`config.mk`:
```
export PLATFORM = sky130hd
export DESIGN_NAME = adsb_modulator
export DESIGN_NICKNAME = d
export VERILOG_FILES = /design/src/rtl/adsb_pkg.sv /design/src/rtl/adsb_modulator.sv
export SDC_FILE = /design/constraint.sdc
export NUM_CORES = 1
export LEC_CHECK = 0
export CORE_ASPECT_RATIO = 0.8
export CORE_MARGIN = 2
export CORE_UTILIZATION = 53
export CTS_CLUSTER_DIAMETER = 100
export DETAILED_ROUTE_END_ITERATION = 8
export PLACE_DENSITY = 0.89
export SYNTH_ARGS = -nofsm -noshare
export SYNTH_HDL_FRONTEND = slang
export SYNTH_SLANG_ARGS = --single-unit
export TNS_END_PERCENT = 5
```
`constraint.sdc`:
```
create_clock -name Data_clk -period 3.58 [get_ports Data_clk]
set_input_delay 1.074 -clock Data_clk [delete_from_list [all_inputs] [get_ports Data_clk]]
set_output_delay 1.074 -clock Data_clk [all_outputs]
set_load 0.005 [all_outputs]
```
`src/rtl/adsb_pkg.sv`:
```
`default_nettype none
// ============================================================================
//  Module      : adsb_pkg
//  Description : Shared ADS-B constants and types for the Mode S
//                extended-squitter transmit path.
//  Revision    : 1.0 - initial release
// ============================================================================
package adsb_pkg;

    // Full extended-squitter length; short messages occupy the upper bits.
    localparam int adsb_message_width       = 112;
    localparam int adsb_short_message_width = 56;

    // Preamble: 16 half-microsecond chips, pulses on chips 0, 2, 7 and 9.
    // Chip 0 is bit 15, so the pattern reads left to right in transmit order.
    localparam int          adsb_preamble_chips   = 16;
    localparam logic [15:0] adsb_preamble_pattern = 16'b1010000101000000;

    typedef enum logic [1:0] {
        S_IDLE     = 2'd0,
        S_PREAMBLE = 2'd1,
        S_DATA     = 2'd2,
        S_GAP      = 2'd3
    } adsb_mod_state_t;

endpackage : adsb_pkg
`default_nettype wire

```
`src/rtl/adsb_modulator.sv`:
```
`default_nettype none
// ============================================================================
//  Module      : adsb_modulator
//  Description : Mode S extended-squitter PPM transmitter. Latches a 56/112
//                bit message and emits preamble, data chips and an inter-
//                message gap as baseband I/Q samples, one per Sample_tick.
//  Revision    : 1.0 - initial release
// ============================================================================
module adsb_modulator
    import adsb_pkg::*;
#(
    parameter int DAC_WIDTH        = 16,
    parameter int SAMPLES_PER_CHIP = 1,
    parameter int AMPLITUDE        = 2**(DAC_WIDTH-2),
    parameter int GAP_CHIPS        = 8
) (
    input  logic                          Data_clk,
    input  logic                          Data_rst,
    input  logic                          Sample_tick,
    input  logic                          Msg_valid,
    output logic                          Msg_ready,
    input  logic                          Msg_long,
    input  logic [adsb_message_width-1:0] Msg_data,
    output logic                          Dac_valid,
    output logic signed [DAC_WIDTH-1:0]   Dac_data_i,
    output logic signed [DAC_WIDTH-1:0]   Dac_data_q,
    output logic                          Busy,
    output logic                          Msg_done
);

    localparam int c_CHIP_W = $clog2(2*adsb_message_width + 1);
    localparam int c_SAMP_W = $clog2(SAMPLES_PER_CHIP) + 1;

    localparam logic [c_SAMP_W-1:0] c_SAMP_LAST  = c_SAMP_W'(SAMPLES_PER_CHIP - 1);
    localparam logic [c_CHIP_W-1:0] c_PRE_LAST   = c_CHIP_W'(adsb_preamble_chips - 1);
    localparam logic [c_CHIP_W-1:0] c_LONG_LAST  = c_CHIP_W'(2*adsb_message_width - 1);
    localparam logic [c_CHIP_W-1:0] c_SHORT_LAST = c_CHIP_W'(2*adsb_short_message_width - 1);
    localparam logic [c_CHIP_W-1:0] c_GAP_LAST   = c_CHIP_W'(GAP_CHIPS - 1);
    localparam logic signed [DAC_WIDTH-1:0] c_AMP = DAC_WIDTH'(AMPLITUDE);

    adsb_mod_state_t                 r_state;
    logic [c_CHIP_W-1:0]             r_chip_idx;
    logic [c_SAMP_W-1:0]             r_samp_cnt;
    logic [adsb_message_width-1:0]   r_shift;
    logic                            r_long;
    logic                            r_ready;
    logic                            r_dac_valid;
    logic signed [DAC_WIDTH-1:0]     r_dac_i;
    logic                            r_done;

    logic                            w_chip_end;
    logic [3:0]                      w_pre_idx;
    logic [c_CHIP_W-1:0]             w_data_last;
    logic                            w_pulse;

    assign w_chip_end  = (r_samp_cnt == c_SAMP_LAST);
    assign w_pre_idx   = 4'(adsb_preamble_chips - 1) - r_chip_idx[3:0];
    assign w_data_last = r_long ? c_LONG_LAST : c_SHORT_LAST;

    // Pulse level of the chip currently on air; the current data bit is always
    // the MSB of the shift register, so an odd chip is simply its complement.
    always_comb begin
        w_pulse = 1'b0;
        case (r_state)
            S_PREAMBLE: w_pulse = adsb_preamble_pattern[w_pre_idx];
            S_DATA:     w_pulse = r_shift[adsb_message_width-1] ^ r_chip_idx[0];
            default:    w_pulse = 1'b0;
        endcase
    end

    // Transmit FSM, chip/sample counters, message shift register and all outputs.
    always_ff @(posedge Data_clk) begin
        if (Data_rst) begin
            r_state     <= S_IDLE;
            r_chip_idx  <= '0;
            r_samp_cnt  <= '0;
            r_shift     <= '0;
            r_long      <= 1'b0;
            r_ready     <= 1'b0;
            r_dac_valid <= 1'b0;
            r_dac_i     <= '0;
            r_done      <= 1'b0;
        end else begin
            r_dac_valid <= Sample_tick;
            r_dac_i     <= (Sample_tick && w_pulse) ? c_AMP : '0;
            r_done      <= 1'b0;

            case (r_state)
                S_IDLE: begin
                    // Ready rises one cycle after returning to idle, so a request
                    // held through Msg_done is taken on the following cycle.
                    if (Msg_valid && r_ready) begin
                        r_shift    <= Msg_data;
                        r_long     <= Msg_long;
                        r_chip_idx <= '0;
                        r_samp_cnt <= '0;
                        r_ready    <= 1'b0;
                        r_state    <= S_PREAMBLE;
                    end else begin
                        r_ready    <= 1'b1;
                    end
                end

                default: begin
                    if (Sample_tick) begin
                        if (!w_chip_end) begin
                            r_samp_cnt <= r_samp_cnt + 1'b1;
                        end else begin
                            r_samp_cnt <= '0;
                            r_chip_idx <= r_chip_idx + 1'b1;
                            case (r_state)
                                S_PREAMBLE: begin
                                    if (r_chip_idx == c_PRE_LAST) begin
                                        r_chip_idx <= '0;
                                        r_state    <= S_DATA;
                                    end
                                end
                                S_DATA: begin
                                    // Second chip of a bit done: advance to the next bit.
                                    if (r_chip_idx[0]) begin
                                        r_shift <= {r_shift[adsb_message_width-2:0], 1'b0};
                                    end
                                    if (r_chip_idx == w_data_last) begin
                                        r_chip_idx <= '0;
                                        r_state    <= S_GAP;
                                    end
                                end
                                default: begin
                                    if (r_chip_idx == c_GAP_LAST) begin
                                        r_chip_idx <= '0;
                                        r_done     <= 1'b1;
                                        r_state    <= S_IDLE;
                                    end
                                end
                            endcase
                        end
                    end
                end
            endcase
        end
    end

    assign Msg_ready  = r_ready;
    assign Busy       = (r_state != S_IDLE);
    assign Dac_valid  = r_dac_valid;
    assign Dac_data_i = r_dac_i;
    assign Dac_data_q = '0;
    assign Msg_done   = r_done;

endmodule : adsb_modulator
`default_nettype wire

```
---- Yosys cells after proc, flatten, opt, wreduce, memory -nomap -nowiden ----
Memories as Yosys holds them, arrays and structs flattened.
Cells that the tools add are included.
word-level totals
  register bits after elaboration ......... 143
  ROM bits ................................ 16
  bits of input ports ..................... 117
  output and inout bits ................... 36
  logic and storage cells ................. 71
  memories kept ........................... 1
operators by class
  add/sub/neg operators ................... 3
  $lt $le $gt $ge ......................... 1
  eq/ne operators ......................... 9
  mux-type cells .......................... 32
  bitwise gates (word level) .............. 2
  reductions and logical operators ........ 14
memory list
  memory           words  bits a word  rd ports  clocked after Yosys merged registers in  wr ports  line                  RTL
  (no name shown)  16     1            1         0                                        0         adsb_modulator.sv:65  S_PREAMBLE: w_pulse = adsb_preamble_pattern[w_pre_idx];
operators by type and width
  kind                   number
  $mux W112              6
  $mux W8                8
  $pmux W8 S2            1
  $mux W15               1
  $mux W2                7
  $add A8 B1 Y8 const B  1
  $eq A8 B3 Y1 const B   1
  $eq A8 B4 Y1 const B   1
  $eq A8 B8 Y1           1
  $reduce_bool A2 Y1     4
  $mux W1                7
  $ne A3 B2 Y1 const B   2
  $reduce_and A6 Y1      1
  $reduce_or A6 Y1       1
  $lt A4 B5 Y1 const B   1
  $reduce_and A5 Y1      1
  $pmux W2 S2            1
  $reduce_and A2 Y1      2
  $reduce_bool A4 Y1     1
  $sub A4 B4 Y4 const A  1
  $reduce_and A3 Y1      1
  $eq A2 B1 Y1 const B   1
  $eq A2 B2 Y1 const B   1
  $logic_and A1 B1 Y1    2
  other kinds (7)        7

---- Longest topological paths before layout ----
Gate-level depths: netlist (run 1).
  word-level depth ........................ 7
  depth in mapped cells ................... 9

---- Least setup slack after synthesis (run 1) ----
No wires, ideal clock.
  kind .................................... reg-to-output
  start point ............................. reg r_state[0]
  end point ............................... out Busy
  arrival time ............................ 1.168 ns
  data required time ...................... 2.506 ns
  slack ................................... 1.338 ns
  stages on the path, launching flop included .. 7
  path buffers ............................ 3
  cells stage by stage .................... dfxtp_1 > inv_1 > ha_1 > buf_2 > buf_4 > buf_2 > inv_1
on the way
  longest elaborated chain between the ends .. 1
ends and longest elaborated chain
  what                      line                   RTL
  start: declaration        adsb_modulator.sv:41   adsb_mod_state_t r_state;
  start signal: assignment  adsb_modulator.sv:74   r_state <= S_IDLE;
  start signal: assignment  adsb_modulator.sv:98   r_state <= S_PREAMBLE;
  start signal: assignment  adsb_modulator.sv:115  r_state <= S_DATA;
  $reduce_bool A2 Y1        adsb_modulator.sv:144  assign Busy = (r_state != S_IDLE);
  end: declaration          adsb_modulator.sv:27   output logic Busy,
Every way passes these cells.

---- Final worst setup path (run 1) ----
  start point ............................. in Msg_valid
  end point ............................... reg r_shift[91]
on the way
  longest elaborated chain between the ends .. 3
ends and longest elaborated chain
  what                         line                   RTL
  start: declaration           adsb_modulator.sv:20   input logic Msg_valid,
  $logic_and A1 B1 Y1          adsb_modulator.sv:92   if (Msg_valid && r_ready) begin
  $ne A2 B2 Y1 (no line)       -
  $reduce_and A5 Y1 (no line)  -
  end signal: assignment       adsb_modulator.sv:93   r_shift <= Msg_data;
  end signal: assignment       adsb_modulator.sv:121  r_shift <= {r_shift[adsb_message_width-2:0], 1'b0};
  end: declaration             adsb_modulator.sv:44   logic [adsb_message_width-1:0] r_shift;
Every way passes these cells.
A chain may end at the register's enable or synchronous reset.

==> results of run 1 <==
-- synth_stat cells (3+ instances only) --
master	n	share of area, %
sky130_fd_sc_hd__inv_1	8	0.50
sky130_fd_sc_hd__nand3_1	6	0.50
sky130_fd_sc_hd__nand2_1	16	0.99
sky130_fd_sc_hd__ha_1	5	1.0
sky130_fd_sc_hd__dfxtp_1	127	42
sky130_fd_sc_hd__buf_4	37	4.6
sky130_fd_sc_hd__o21ai_0	3	0.25
sky130_fd_sc_hd__and2_1	4	0.41
sky130_fd_sc_hd__nor3_1	5	0.41
sky130_fd_sc_hd__nor2b_1	3	0.31
sky130_fd_sc_hd__a21oi_1	10	0.83
sky130_fd_sc_hd__mux2i_1	112	19
sky130_fd_sc_hd__clkbuf_1	17	1.1
sky130_fd_sc_hd__buf_2	30	2.5
sky130_fd_sc_hd__a211oi_1	111	14
sky130_fd_sc_hd__nand2b_1	3	0.31
sky130_fd_sc_hd__o221ai_1	5	0.72
sky130_fd_sc_hd__and3_1	4	0.41
sky130_fd_sc_hd__nor2_1	121	7.5
-- area by class of cell --
cell class / count / area [µm²]
well taps: 144 / 180
repair buffers: 126 / 1280
inverters: 8 / 30.0
flip-flops and latches: 127 / 2540
multi-input cells: 459 / 3100
fillers: 808 / 3160
clock buffers: 21 / 470
clock inverters: 11 / 209
-- worst paths after layout --
kind / slack (ps) / endpoint / start / depth (start not counted)
worst max register to register: 950 / r_shift[91] / r_state[0] / 8
worst max-delay path: 850 / r_shift[91] / Msg_valid / 7
worst min register to register: 500 / r_shift[49] / r_shift[49] / 2
worst min-delay path: 500 / r_shift[49] / r_shift[49] / 2
-- logic make-up after synthesis --
logic type      synth area share [%]
compound gates                  16.9
xor+xnor                       0.290
fa+ha+maj                       1.03
buf+inv                         8.75
flops                           42.0
mux                             18.5
other cells                   0.0620
simple gates                    12.4
-- critical path, cell delays in order --
cell	delay [ps]
sky130_fd_sc_hd__clkdlybuf4s50_1	470
sky130_fd_sc_hd__and3_1	280
sky130_fd_sc_hd__nor2_2	160
sky130_fd_sc_hd__nor2_4	190
sky130_fd_sc_hd__buf_12	430
sky130_fd_sc_hd__nor2_1	110
sky130_fd_sc_hd__a211oi_1	280
-- layer usage --
metal  part of all wire (%)  vias up
li1                       -     2467
met1                     43     2279
met2                     50      138
met3                    4.8       30
met4                    2.6        0
met5                      0        -
-- placed cells by master, fill, tap and decap left out, types with 2 or more instances in the layout --
cell and n:
sky130_fd_sc_hd__conb_1 31, sky130_fd_sc_hd__bufinv_16 6, sky130_fd_sc_hd__a21oi_1 10, sky130_fd_sc_hd__and3_1 4, sky130_fd_sc_hd__clkdlybuf4s50_1 120, sky130_fd_sc_hd__nor2b_1 3
sky130_fd_sc_hd__mux2i_1 112, sky130_fd_sc_hd__clkbuf_8 3, sky130_fd_sc_hd__o211ai_1 2, sky130_fd_sc_hd__o221ai_1 5, sky130_fd_sc_hd__o21ai_0 3, sky130_fd_sc_hd__buf_4 3
sky130_fd_sc_hd__ha_1 4, sky130_fd_sc_hd__a211oi_1 111, sky130_fd_sc_hd__nand3_1 6, sky130_fd_sc_hd__nor3_1 5, sky130_fd_sc_hd__clkinv_2 4, sky130_fd_sc_hd__nand2_1 16
sky130_fd_sc_hd__buf_12 3, sky130_fd_sc_hd__nor2_1 121, sky130_fd_sc_hd__and2_1 4, sky130_fd_sc_hd__dfxtp_1 127, sky130_fd_sc_hd__nand2b_1 3, sky130_fd_sc_hd__clkbuf_16 17
sky130_fd_sc_hd__inv_1 8
-- state kept, by name, summed over array words and instances (netlist names) --
register and flops:
Msg_done 1, r_shift 112, r_state 2, Dac_data_i 1, r_long 1, r_chip_idx 8, Msg_ready 1, Dac_valid 1
-- power groups by stage --
stage                     registers (mW)  clock network [mW]  logic [mW]
after global placement              1.70                   0       0.748
after CTS                           1.68                1.98       0.801
after detailed placement            1.70                   0       0.786
after floorplan                     1.68                   0       0.596
final                               1.68                1.96       0.800
after global routing                1.70                2.06       0.883
-- metrics by stage --
stage	worst slack (ps)	instance area (µm²)	hold WS, ps
after CTS	877	7820	495
final	847	7820	496
after detailed placement	484	7140	484
after floorplan	1340	6160	453
after global routing	730	7820	517
after global placement	623	7140	477
==> key figures, run 1 <==
Route
  • Antenna Nets Post-Route: 0
  • Remaining design rule violation count: 0
  • Number of violations reported at the end of detailed-routing iteration 0: between 300 and 400
  • Via-per-instance ratio: 5.48
  • Total wirelength of the detailed-routed design: about 14000 µm
  • Wire length per cell: 15.4 µm
  • 1st-pass router iterations: 4
  • Count of vias placed by the detailed router: 4914

Run status
  • Result of the run: completed

Pwr
  • Total Power: ~4.4 mW
  • Maximum VDD drop: approximately 0.00033 V
  • Switching share of power: about a quarter
  • Share of total power in sequential cells: a little under two fifths
  • Part of the total power dissipated in combinational logic: around 18%
  • Pwr Density: 569 nW/µm²
  • Net load switching power: roughly 1.1 mW
  • Clock share of power: roughly 44%
  • Internal power component: approximately 3.3 mW
  • Leakage Power: around 3.5 nW

Timing
  • Maximum clock frequency: 0.366 GHz
  • Final Cycle Share: 76.3%
  • Setup repair after global routing missed its margin: no
  • Least-Margin Pin Slew: about 1200 ps
  • Min Clock Period, post-route: approximately 2700 ps
  • Setup-violating endpoint count in the final report: 0
  • Setup TNS: 0 ps
  • Maximum clock skew at final layout: approximately 5 ps
  • Final Max Tran Viols: 0
  • Headroom to the max-slew limit: 22.8%
  • Final hold violation count: 0

Flow run
  • Max-Cap Viols: 0

Die
  • Die extent in y: approximately 100 µm
  • Area inside the core boundary: roughly 11000 µm²
  • Horizontal die dimension: ~120 µm
  • Starting density of the core: 55.1%
  • Number of placed I/O pins: 153
  • Die Outline Area: 12300 µm²
  • Row count: 34

Clocking
  • H-tree depth reported by CTS: 4
  • Post-CTS clock slew at the launch and capture registers of the worst setup and hold paths: approximately 60 ps
  • Cts-stage hold buffer count: 0
  • Number of buffers inserted during clock tree synthesis: 17
  • Buffers inserted during post-CTS setup optimization: 0
  • Clock latency of the later-clocked register in the worst-skew pair: ~400 ps
  • TritonCTS clock tree: done
  • Maximum number of buffers from clock root to sink: 2
  • Number of sinks driven by the clock tree: about 130
  • Cts repair resizes: 0
  • Clk Tree Root Cell: sky130_fd_sc_hd__clkbuf_16

Worst setup path
  • CP Max Fanout: 138
  • Worst Setup Path Type: input pin to flip-flop
  • Required time at the worst-slack endpoint: around 3900 ps
  • Data arrival time of the critical path: a little over 3000 ps
  • Worst Setup End Kind: flip-flop
  • Crit start category: input pin

Placed design
  • Buffers added on ports: between 100 and 150
  • DPL Wire Length: around 8800 µm
  • Placer Congestion: about 0.85
  • Placed insts: approximately 860

GRT
  • Largest net degree at the start of global routing: between 100 and 150
  • Layer with the highest usage after global routing: met2
  • Met2 track demand over resource: between 30% and 40%
  • Vias in the first global route: roughly 4800
  • Total Routing Usage GR: 23.3%
  • First-pass GRT wire length: between 20000 and 25000 µm
  • Grt met1 use: ~28%
  • Antenna violations before repair: 0
  • Grt ovf: 0
  • Met3 global-route usage: under 10%

Yosys
  • FF+latch count, synth: about 130
  • Synthesized area divided by synthesized cell count: ~9.3 µm²
  • Total standard cell area after synthesis: ~6000 µm²
  • Cells after synthesis: between 600 and 700
  • Count of cell types in the netlist: 40
  • Async set-or-reset flop fraction in the synthesized netlist: 0%
  • EDFF count, synth: 0
  • Yosys warning total: 0
  • Primary flip-flop cell chosen by synthesis mapping: sky130_fd_sc_hd__dfxtp_1
  • Post-synthesis sequential area ratio: between 40% and 50%

Finish
  • Fraction of final layout cells with drive strength greater than 1: under 10%
  • Area growth from synthesis to layout: 29.3%
  • Total inserted antenna cells: 0
  • Final-stage net count: 861
  • Non-filler cells, final: 896
  • Share of the core filled with cells: about 71%

Hold path
  • Min-delay worst type: flip-flop to flip-flop
(Power assumes the default switching activity.)
==> run 2, diff against run 1 <==
- CORE_UTILIZATION: 53 -> 45
- PLACE_DENSITY: 0.89 -> 0.81
- clock period: 3.58 -> 2.5 ns (I/O delays scaled with it)
==> run 2 against run 1 <==
Compared with the run above:
- worst setup slack lost 690 ps
- cell area grew 1.5%
- total power grew 34%
- clock skew grew 0.79 ps
- die area grew 17%
- first-iteration DRC count shrank 23%
- critical path depth shrank 3
- clock power grew 20%
- register-to-register slack lost 490 ps
- global-route usage shrank 3.8 points
- via count shrank 0.96%
- largest cell class unchanged
==> key figures, run 2 (same netlist as run 1, synthesis figures left out) <==
Run status
  • Result of the run: completed (unchanged)

GRT
  • Vias in the first global route: 4791 (was 4819)
  • Grt ovf: 0 (unchanged)
  • Largest net degree at the start of global routing: 71 (was 139)
  • Antenna violations before repair: 0 (unchanged)
  • First-pass GRT wire length: 22400 µm (was 22600 µm)
  • Total Routing Usage GR: 19.5% (was 23.3%)

Die
  • Die extent in y: 108 µm (was 99.5 µm)
  • Horizontal die dimension: 134 µm (was 123 µm)
  • Row count: 37 (was 34)
  • Area inside the core boundary: 13000 µm² (was 11000 µm²)
  • Die Outline Area: 14400 µm² (was 12300 µm²)
  • Starting density of the core: 46.5% (was 55.1%)
  • Number of placed I/O pins: 153 (unchanged)

Worst setup path
  • Startpoint of the most critical register-to-register path: r_state[0] (unchanged)
  • Data arrival time of the critical path: 1590 ps (was 3040 ps)
  • Worst Setup End Kind: output pin (was flip-flop)
  • Critical Path Source: r_state[0] (was Msg_valid)
  • Worst Setup Path Type: flip-flop to output pin (was input pin to flip-flop)
  • Critical R2R Capture: r_state[1] (was r_shift[91])
  • Depth of the most critical reg-to-reg path: 8 (unchanged)
  • Register-to-register path setup slack: 460 ps (was 950 ps)
  • Required time at the worst-slack endpoint: 1750 ps (was 3890 ps)
  • CP Max Fanout: 7 (was 138)
  • Crit start category: flip-flop (was input pin)
  • Critical Path End: Busy (was r_shift[91])

Flow run
  • Max-Cap Viols: 0 (unchanged)

Route
  • Total wirelength of the detailed-routed design: 13600 µm (was 13800 µm)
  • Remaining design rule violation count: 0 (unchanged)
  • Count of vias placed by the detailed router: 4867 (was 4914)
  • Via-per-instance ratio: 5.17 (was 5.48)
  • Number of violations reported at the end of detailed-routing iteration 0: 279 (was 363)
  • Antenna Nets Post-Route: 0 (unchanged)
  • Wire length per cell: 14.4 µm (was 15.4 µm)
  • 1st-pass router iterations: 4 (unchanged)

Timing
  • Min Clock Period, post-route: approximately 2300 ps
  • Least setup slack across all paths after layout: 158 ps (was 847 ps)
  • Final hold violation count: 0 (unchanged)
  • Least-Margin Pin Slew: 806 ps (was 1160 ps)
  • Headroom to the max-slew limit: 46.3% (was 22.8%)
  • Final Cycle Share: a little over nine tenths
  • Maximum clock skew at final layout: 5.81 ps (was 5.02 ps)
  • Setup-violating endpoint count in the final report: 0 (unchanged)
  • Setup repair after global routing missed its margin: no (unchanged)
  • Maximum clock frequency: roughly 0.43 GHz
  • Final Max Tran Viols: 0 (unchanged)

Finish
  • Filler cell count in the final layout: 1076 (was 808)
  • Register Area: 2540 µm² (unchanged)
  • Most common cell after layout, fill and taps aside: sky130_fd_sc_hd__dfxtp_1 (unchanged)
  • Post-route standard cell area excluding fillers: 7930 µm² (was 7820 µm²)
  • Final-stage net count: 876 (was 861)
  • Area growth from synthesis to layout: 31.1% (was 29.3%)
  • Total inserted antenna cells: 0 (unchanged)
  • Fraction of final layout cells with drive strength greater than 1: 7.18% (was 5.85%)
  • Highest-count cells in the layout ignoring fill and taps: 127 x sky130_fd_sc_hd__dfxtp_1, 121 x sky130_fd_sc_hd__nor2_1, 120 x sky130_fd_sc_hd__clkdlybuf4s50_1 (unchanged)
  • Flip-flop count of the largest register after layout: 112 (unchanged)
  • Area used by multi-input combinational logic: 3100 µm² (unchanged)
  • Largest reg by FF count: r_shift (unchanged)
  • Leading registers by flop count: r_shift (112), r_chip_idx (8), r_state (2) (unchanged)

Hold path
  • Startpoint of the tightest hold check path: r_shift[17] (was r_shift[49])
  • Min-delay worst type: flip-flop to flip-flop (unchanged)

Placed design
  • Worst setup timing slack at the placement stage: -38.5 ps (was 484 ps)
  • Placer Congestion: 0.854 (was 0.847)
  • DPL Wire Length: 9320 µm (was 8840 µm)
  • Buffers added on ports: 121 (unchanged)
  • Area post-placement: 7360 µm² (was 7140 µm²)

Clocking
  • Maximum number of buffers from clock root to sink: 2 (unchanged)
  • Cts repair resizes: 0 (unchanged)
  • Clock latency of the later-clocked register in the worst-skew pair: 420 ps (was 410 ps)
  • Clk Tree Root Cell: sky130_fd_sc_hd__clkbuf_16 (unchanged)
  • Number of buffers inserted during clock tree synthesis: 17 (unchanged)
  • Buffers inserted during post-CTS setup optimization: 0 (unchanged)
  • H-tree depth reported by CTS: 4 (unchanged)
  • Cts-stage hold buffer count: 0 (unchanged)
  • TritonCTS clock tree: done (unchanged)
  • Number of sinks driven by the clock tree: 127 (unchanged)
  • Post-CTS clock slew at the launch and capture registers of the worst setup and hold paths: 50 ps (was 60 ps)

Pwr
  • Maximum VDD drop: 0.000481 V (was 0.000333 V)
  • Leakage Power: 3.52 nW (was 3.48 nW)
  • Pwr Density: 754 nW/µm² (was 569 nW/µm²)
  • Total Power: 5.98 mW (was 4.45 mW)
-- run 2: cell types whose count changed in the layout (fill, tap and decap cells not counted), sizes merged --
cell / delta
buf: +15
bufinv: -4
clkbuf: +3
-- run 2: worst min-delay path by stage --
stage | slack [ps] | endpoint | cells after the start
floorplan | 450 | r_shift[0] | 2
global placement | 480 | r_shift[0] | 2
detailed placement | 490 | r_shift[17] | 2
CTS | 500 | r_shift[109] | 2
global route | 510 | r_shift[92] | 2
finish | 500 | r_shift[17] | 2
-- run 2: cell type report --
type,count,share of cell area [%]
tap,175,2.76
timing repair buffer,141,18.6
sequential,127,32.1
inverter,8,0.379
clock buffer,24,6.07
clock inverter,7,1.07
multi-input combinational,459,39.1
-- run 2: worst max-delay path: stages (launching register included) --
cell and delay, ps:
sky130_fd_sc_hd__dfxtp_1 350, sky130_fd_sc_hd__inv_1 100, sky130_fd_sc_hd__ha_4 200, sky130_fd_sc_hd__inv_1 50, sky130_fd_sc_hd__clkdlybuf4s50_1 480
-- run 2: report_power, final --
part           internal (mW)  switching, mW
clock                   1.53          0.833
combinational          0.618          0.589
sequential              2.27          0.135
total                   4.42           1.56
-- run 2: metal layers --
metal,wire length (µm),global-route usage [%],vias up
met2,6620,32.7,104
met5,0,0,-
met3,699,5.37,14
met4,128,8.05,0
met1,6130,23.8,2256
li1,-,-,2493
-- run 2: metrics by stage --
step,hold WS (ps),instances,TNS (ps),util [%]
finish,496,941,0,61.0
global route,514,941,0,61.0
CTS,497,941,0,61.0
detailed placement,492,910,-40.9,56.6
global placement,477,910,0,56.6
floorplan,453,680,0,-
==> run 3, diff against run 2 <==
- CTS_CLUSTER_SIZE: not set -> 30
==> results of run 3 <==
The final DEF is identical to that of run 2; final timing and power are the same.
